**config.mk**
```make
export PLATFORM = sky130hd
export DESIGN_NAME = trace_dump_ctrl
export DESIGN_NICKNAME = d
export VERILOG_FILES = /design/src/rtl/trace_dump_ctrl_pkg.sv /design/src/rtl/ram_port_mux.sv /design/src/rtl/trace_dump_ctrl.sv
export SDC_FILE = /design/constraint.sdc
export NUM_CORES = 1
export LEC_CHECK = 0
export ABC_AREA = 1
export BUFFER_PORTS_ARGS = -buffer_cell sky130_fd_sc_hd__buf_4
export CAP_MARGIN = 15
export CORE_ASPECT_RATIO = 1.2
export CORE_MARGIN = 2
export CORE_UTILIZATION = 53
export CTS_CLUSTER_DIAMETER = 50
export DETAILED_ROUTE_END_ITERATION = 10
export PLACE_DENSITY = 0.93
export SLEW_MARGIN = 10
export SYNTH_ARGS = -nofsm -noshare
export SYNTH_HDL_FRONTEND = slang
export SYNTH_HIERARCHICAL = 1
export SYNTH_SLANG_ARGS = --single-unit
```
**constraint.sdc**
```tcl
create_clock -name clk -period 3.4 [get_ports clk]
set_input_delay 0.17 -clock clk [delete_from_list [all_inputs] [get_ports clk]]
set_output_delay 0.17 -clock clk [all_outputs]
set_load 0.05 [all_outputs]
```
**src/rtl/trace_dump_ctrl_pkg.sv**
```systemverilog
// Shared types and default sizes for the trace dump path.
// Provides the dump FSM state enum and the NUM_CH/AW/DW defaults.
package trace_dump_ctrl_pkg;

    localparam int NUM_CH_DEF = 3;
    localparam int AW_DEF     = 9;
    localparam int DW_DEF     = 8;

    typedef enum logic [2:0] {
        IDLE,
        READ,
        LATCH,
        SEND,
        DONE
    } dump_state_t;

endpackage

```
**src/rtl/ram_port_mux.sv**
```systemverilog
// Arbitrates the shared trace RAM port: capture engine when idle, dump reads when busy.
// Ports: busy/rd_stb/ch/rd_addr from the dump FSM, cap_* from capture, ram_* to the RAMs.
module ram_port_mux
    import trace_dump_ctrl_pkg::*;
#(
    parameter int NUM_CH = NUM_CH_DEF,
    parameter int AW     = AW_DEF
) (
    input  logic              busy,
    input  logic              rd_stb,
    input  logic [1:0]        ch,
    input  logic [AW-1:0]     rd_addr,
    input  logic              cap_en,
    input  logic              cap_we,
    input  logic [AW-1:0]     cap_addr,
    output logic [NUM_CH-1:0] ram_en,
    output logic              ram_we,
    output logic [AW-1:0]     ram_addr
);

    always_comb begin
        ram_en   = '0;
        ram_we   = 1'b0;
        ram_addr = rd_addr;
        unique case (1'b1)
            !busy: begin
                ram_en   = {NUM_CH{cap_en}};
                ram_we   = cap_we;
                ram_addr = cap_addr;
            end
            rd_stb: begin
                for (int i = 0; i < NUM_CH; i++) begin
                    if (int'(ch) == i) ram_en[i] = 1'b1;
                end
            end
            default: ;
        endcase
    end

endmodule

```
**src/rtl/trace_dump_ctrl.sv**
```systemverilog
// Dumps one channel's trace RAM oldest-to-newest over a valid/ready byte stream.
// Ports: dump_req/dump_ch/cap_done/trace_end control, cap_*/ram_* RAM port, tx_* stream, status pulses.
module trace_dump_ctrl
    import trace_dump_ctrl_pkg::*;
#(
    parameter int NUM_CH = NUM_CH_DEF,
    parameter int AW     = AW_DEF,
    parameter int DW     = DW_DEF
) (
    input  logic                 clk,
    input  logic                 rst_n,
    input  logic                 dump_req,
    input  logic [1:0]           dump_ch,
    input  logic                 cap_done,
    input  logic [AW-1:0]        trace_end,
    input  logic                 cap_en,
    input  logic                 cap_we,
    input  logic [AW-1:0]        cap_addr,
    output logic [NUM_CH-1:0]    ram_en,
    output logic                 ram_we,
    output logic [AW-1:0]        ram_addr,
    input  logic [NUM_CH*DW-1:0] ram_rdata,
    output logic [DW-1:0]        tx_data,
    output logic                 tx_vld,
    input  logic                 tx_rdy,
    output logic                 busy,
    output logic                 dump_done,
    output logic                 clr_cap_done,
    output logic                 dump_err
);

    localparam logic [AW:0] CNT_LAST = {1'b0, {AW{1'b1}}};

    dump_state_t   state;
    logic [1:0]    ch;
    logic [AW-1:0] rd_addr;
    logic [AW:0]   cnt;
    logic [DW-1:0] rd_byte;
    logic          ch_ok;

    assign busy  = (state != IDLE);
    assign ch_ok = (int'(dump_ch) < NUM_CH);

    always_comb begin
        rd_byte = '0;
        for (int i = 0; i < NUM_CH; i++) begin
            if (int'(ch) == i) rd_byte = ram_rdata[i*DW +: DW];
        end
    end

    always_ff @(posedge clk) begin
        if (!rst_n) begin
            state        <= IDLE;
            ch           <= '0;
            rd_addr      <= '0;
            cnt          <= '0;
            tx_data      <= '0;
            tx_vld       <= 1'b0;
            dump_done    <= 1'b0;
            clr_cap_done <= 1'b0;
            dump_err     <= 1'b0;
        end else begin
            dump_done    <= 1'b0;
            clr_cap_done <= 1'b0;
            dump_err     <= 1'b0;
            unique case (state)
                IDLE: begin
                    if (dump_req) begin
                        if (cap_done && ch_ok) begin
                            ch      <= dump_ch;
                            // oldest sample sits just past the newest
                            rd_addr <= trace_end + 1'b1;
                            cnt     <= '0;
                            state   <= READ;
                        end else begin
                            dump_err <= 1'b1;
                        end
                    end
                end
                READ: state <= LATCH;
                LATCH: begin
                    tx_data <= rd_byte;
                    tx_vld  <= 1'b1;
                    state   <= SEND;
                end
                SEND: begin
                    if (tx_rdy) begin
                        tx_vld  <= 1'b0;
                        rd_addr <= rd_addr + 1'b1;
                        cnt     <= cnt + 1'b1;
                        if (cnt == CNT_LAST) begin
                            state        <= DONE;
                            dump_done    <= 1'b1;
                            clr_cap_done <= 1'b1;
                        end else begin
                            state <= READ;
                        end
                    end
                end
                DONE:    state <= IDLE;
                default: state <= IDLE;
            endcase
        end
    end

    ram_port_mux #(
        .NUM_CH (NUM_CH),
        .AW     (AW)
    ) u_mux (
        .busy     (busy),
        .rd_stb   (state == READ),
        .ch       (ch),
        .rd_addr  (rd_addr),
        .cap_en   (cap_en),
        .cap_we   (cap_we),
        .cap_addr (cap_addr),
        .ram_en   (ram_en),
        .ram_we   (ram_we),
        .ram_addr (ram_addr)
    );

endmodule

```
=== Yosys cells after proc, flatten, opt, wreduce, memory -nomap -nowiden ===
Cells that the tools add are included.

* Flip-flop bits (word level): 35
* Bits of input ports: 51
* Output and inout bits: 26
* Word-level logic and storage cells: 60

* Add/subtract/negate cells: 3
* $lt $le $gt $ge: 1
* Equal/unequal tests: 9
* Multiplexer cells: 26
* Reductions and logical operators: 13

{| class="wikitable"
|+ Operators with widths
! cell !! count
|-
| $mux W9 || 4
|-
| $mux W10 || 3
|-
| $mux W8 || 3
|-
| $pmux W10 S2 || 1
|-
| $add A9 B1 Y9 const B || 2
|-
| $pmux W9 S2 || 1
|-
| $mux W3 || 4
|-
| $pmux W3 S4 || 1
|-
| $reduce_and A3 Y1 || 4
|-
| $add A10 B1 Y10 const B || 1
|-
| $eq A10 B9 Y1 const B || 1
|-
| $mux W1 || 7
|-
| $eq A3 B2 Y1 const B || 2
|-
| $ne A2 B2 Y1 const B || 3
|-
| $pmux W3 S2 || 1
|-
| $eq A2 B2 Y1 const B || 2
|-
| $reduce_and A4 Y1 || 1
|-
| $reduce_bool A2 Y1 || 2
|-
| $eq A3 B1 Y1 const B || 1
|-
| $logic_not A3 Y1 || 1
|-
| $reduce_bool A3 Y1 || 1
|-
| $logic_not A2 Y1 || 1
|-
| $lt A2 B2 Y1 const B || 1
|-
| $pmux W1 S2 || 1
|-
| 3 further kinds || 3
|}

=== Longest topological paths before layout ===
* Word-level depth: 5
* Mapped depth: 13
* Mapped depth without buffers: 12

=== Cells and area by module ===
The synthesis kept the hierarchy.

{| class="wikitable"
|+ Modules (own cells, without submodules)
! module !! times used !! cells each !! area an instance (um2) !! sequential area each (um2)
|-
| trace_dump_ctrl || 1 || 283 || 1908.1 || 700.7
|-
| ram_port_mux || 1 || 41 || 166.4 || 0.0
|}

=== Worst setup path before layout ===
No wires, ideal clock.

* Path type: reg2out
* Start point: reg state[0]
* End point: out ram_we
* Arrival: 1643 ps
* Data required time: 3230 ps
* Path slack: 1587 ps
* Stages on the path, launching flop included: 6
* Path buffers: 2
* Path through: dfxtp_1 buf_4 inv_1 nand3_4 buf_6 nor2_1

* Cells in the longest elaborated chain, start to end: 2

{| class="wikitable"
|+ Ends and longest elaborated chain
! item !! line !! RTL
|-
| start: declaration || trace_dump_ctrl.sv:34 || <nowiki>dump_state_t state;</nowiki>
|-
| start signal: assignment || trace_dump_ctrl.sv:53 || <nowiki>state <= IDLE;</nowiki>
|-
| start signal: assignment || trace_dump_ctrl.sv:74 || <nowiki>state <= READ;</nowiki>
|-
| start signal: assignment || trace_dump_ctrl.sv:80 || <nowiki>READ: state <= LATCH;</nowiki>
|-
| $reduce_bool A3 Y1 || trace_dump_ctrl.sv:41 || <nowiki>assign busy = (state != IDLE);</nowiki>
|-
| net busy || trace_dump_ctrl.sv:26 || <nowiki>output logic busy,</nowiki>
|-
| $mux W1 || ram_port_mux.sv:25 || <nowiki>unique case (1'b1)</nowiki>
|-
| end: declaration || trace_dump_ctrl.sv:20 || <nowiki>output logic ram_we,</nowiki>
|}

The timed path passes the listed nets, and every way through them passes these cells.

=== Final worst setup path ===
* Start point: reg state[0]
* End point: out ram_en[2]

* Cells in the longest elaborated chain, start to end: 3
* Elaborated cells on any way between the ends: 4
* Classes of those cells: eq/ne (1); mux (1); reduce/logical (2)

{| class="wikitable"
|+ Ends and longest elaborated chain
! item !! line !! RTL
|-
| $reduce_bool A3 Y1 || trace_dump_ctrl.sv:41 ||
|-
| $logic_not A1 Y1 || ram_port_mux.sv:26 || <nowiki>!busy: begin</nowiki>
|-
| $pmux W3 S2 (*) || ram_port_mux.sv:25 ||
|-
| end: declaration || trace_dump_ctrl.sv:19 || <nowiki>output logic [NUM_CH-1:0] ram_en,</nowiki>
|}

Every way passes the cells marked *; elsewhere a longest branch is shown, timed or not.

==> load_flow_metrics.sql <==
INSERT INTO impl_metrics (metric_group, metric, value, unit) VALUES
('worst_setup_path', 'worst_path_largest_cell_delay', '560', 'ps'),
('synth', 'synth_fp_nets', '377', ''),
('worst_setup_path', 'critPathKind', 'register to output port', ''),
('drt', 'drc_errors_left', '0', ''),
('synth', 'synthTopCellsByArea', 'dfxtp_1, nand2_1, o21ai_0, inv_1, a21oi_1', ''),
('grt', 'number_of_global_route_vias_before_repair', '2191', ''),
('grt', 'number_of_antenna_violations_at_the_first_check_in_global_routing', '0', ''),
('grt', 'wire_length_of_the_first_global_routing_pass', '9030', 'µm'),
('worst_setup_path', 'critPathSlowestCell', 'dfxtp_1', ''),
('clocking', 'clk_pin_slew', '70', 'ps'),
('placed_design', 'placed_cell_area', '0.00265', 'mm²'),
('power_and_ir_drop', 'max-vdd-ir-drop', '552', 'µV'),
('clocking', 'cts_sinks', '35', ''),
('floorplanning', 'die_x', '61.1', 'µm'),
('drt', 'num_vias', '2389', ''),
('power_and_ir_drop', 'netSwitchingFraction', '47.9', '%'),
('drt', 'drtAntennaViolNets', '0', ''),
('worst_setup_path', 'critical_path_buf_inv_count', '2', ''),
('final_layout', 'area_delta_synth_final', '32.5', '%'),
('sta', 'hold_viol_final', '0', ''),
('job', 'drv_cap', '0', ''),
('drt', 'drt_pre_antenna_iters', '4', ''),
('placed_design', 'dpl_hpwl', '4170', 'µm'),
('drt', 'drt-vias-per-instance', '5.30', ''),
('final_layout', 'finalNetCount', '451', ''),
('sta', 'rsz0062_at_grt', 'false', ''),
('clocking', 'cts_buffers', '5', ''),
('grt', 'grt_util_met2', '48.8', '%'),
('status', 'status', 'completed', ''),
('worst_setup_path', 'crit_required', '3230', 'ps'),
('floorplanning', 'floorplan.initialDensity', '56.2', '%'),
('worst_setup_path', 'cp_data_arrival_time', '1850', 'ps'),
('synth', 'postSynthAreaPerCell', '6.40', 'µm²'),
('floorplanning', 'design.die.area', '0.00443', 'mm²'),
('worst_setup_path', 'worst_setup_path_end_kind', 'output port', ''),
('power_and_ir_drop', 'internal_power', '923', 'µW'),
('final_layout', 'n_antenna_cell', '0', ''),
('placed_design', 'io_buffer_count', '76', ''),
('final_layout', 'fillCellCount', '287', ''),
('synth', 'synth_seq_cells', '35', ''),
('placed_design', 'gpl.final_weighted_congestion', '0.895', ''),
('sta', 'timing.clock.skew', '4.39', 'ps'),
('power_and_ir_drop', 'p_leak', '1.36', 'nW'),
('floorplanning', 'die_h', '72.5', 'µm'),
('grt', 'globalRouteMet3Util', '5.70', '%'),
('worst_setup_path', 'family_with_the_most_delay_on_the_worst_path', 'simple AND/OR/NAND/NOR gates', ''),
('final_layout', 'layout_commonest_cell', 'nand2_1', ''),
('synth', 'synthDominantAreaCellType', 'dfxtp_1', ''),
('synth', 'yosysSeqAreaShare', '33.8', '%'),
('grt', 'grt-ovfl-total', '0', ''),
('clocking', 'postCtsHoldBufs', '0', ''),
('drt', 'route.detailed.wl_per_inst', '12.5', 'µm'),
('sta', 'max_slew.worst_pin.slew', '591', 'ps'),
('sta', 'worst_slew_margin_rel', '60.4', '%'),
('final_layout', 'final_design_area_no_fill', '0.00275', 'mm²'),
('grt', 'track_usage', '26.7', '%'),
('sta', 'fin_crit_sh', '59.4', '%'),
('sta', 'timing_max_transition_violations_final', '0', ''),
('synth', 'netlist_area', '0.00207', 'mm²'),
('final_layout', 'postLayoutCoreUtil', '74.4', '%'),
('floorplanning', 'top_level_ports', '77', ''),
('clocking', 'clock_latency', '290', 'ps'),
('floorplanning', 'core_region', '0.00369', 'mm²'),
('grt', 'grt_max_degree', '25', ''),
('power_and_ir_drop', 'clock_power_share', '19.0', '%'),
('clocking', 'ctsHtreeMaxLevel', '2', ''),
('sta', 'final_period_minus_worst_setup_slack', '2020', 'ps'),
('worst_setup_path', 'start_kind', 'register', ''),
('sta', 'setup_tns', '0', 'ps'),
('synth', 'ys.warnings.count', '6', ''),
('grt', 'grt.met1_usage', '29.2', '%');
cell families (layout without fill, tap and decap cells):
group | count (synthesis) | after routing | share of synthesized area (%)
flops | 35 | 35 | 33.8
buf+inv | 48 | 123 | 10.1
compound gates | 58 | 58 | 14.5
simple gates | 181 | 181 | 40.3
fa+ha+maj | 2 | 2 | 1.21
area by class of cell:
type                       count  area (µm²)  area share [%]
multi-input combinational    241        1160            42.3
tap                           52        65.1            2.37
clock buffer                   8         100            3.64
inverter                      39         149            5.42
sequential                    35         701            25.5
timing repair buffer          76         571            20.8
synthesized netlist by cell type:
master,n
inv_1,33
ha_1,2
or2_2,4
nor3_2,1
nand3_1,19
nand2_4,1
nor3b_1,1
buf_4,5
nand2_1,102
clkbuf_1,1
nor2_2,6
inv_2,5
nor2_4,1
a31oi_1,9
buf_1,1
nor3b_2,1
a21oi_1,23
nor2_1,23
inv_4,1
nor3_1,5
nand4_1,9
nand3_4,2
buf_6,1
o21ai_0,25
buf_2,1
nand3_2,1
dfxtp_1,35
o21ai_1,1
nand2_2,5
path summary, 6_finish.rpt:
check	from	end	slack (ps)	depth (start not counted)
worst max register to register	state[1]	rd_addr[8]	1510	12
worst max-delay path	state[0]	ram_en[2]	1380	5
worst min-delay path	dump_req	dump_err	150	3
worst min register to register	cnt[4]	cnt[4]	440	2
sequential cells by signal, summed over array words and instances, names as in the netlist:
signal	flops
cnt	10
rd_addr	9
tx_data	8
state	3
ch	2
clr_cap_done	1
dump_err	1
tx_vld	1
per-stage QoR:
step,hold slack (ps),power (mW),worst slack (ps)
floorplan,297,1.20,1590
global route,153,1.86,1280
CTS,142,1.77,1390
global placement,429,1.42,1630
finish,145,1.77,1380
detailed placement,439,1.44,1520
worst register-to-register path, stage by stage (launching register included):
cell and delay (ps):
dfxtp_1 560, nand2_2 90, nor2_2 260, nand2_1 110
nand2_2 100, ha_1 180, nand2_1 80, nor2_2 130
nand2_1 70, nand2_1 50, nand3_1 60, nand2_1 70
inv_1 40
power groups by stage:
stage	logic (mW)	registers (mW)	clock network (mW)
2_1_floorplan	0.579	0.617	0
5_1_grt	0.968	0.540	0.357
3_5_place_dp	0.897	0.541	0
4_1_cts	0.904	0.532	0.338
6_report	0.902	0.533	0.336
3_3_place_gp	0.880	0.538	0
routing by layer:
layer / vias up / share of wire [%] / wire length [µm]
met5: - / 0 / 0
met4: 0 / 2.2 / 126
met3: 14 / 4.9 / 277
met2: 78 / 54 / 3020
met1: 1091 / 39 / 2220
li1: 1206 / - / -
Note: power is estimated with default switching activity, not from simulation.
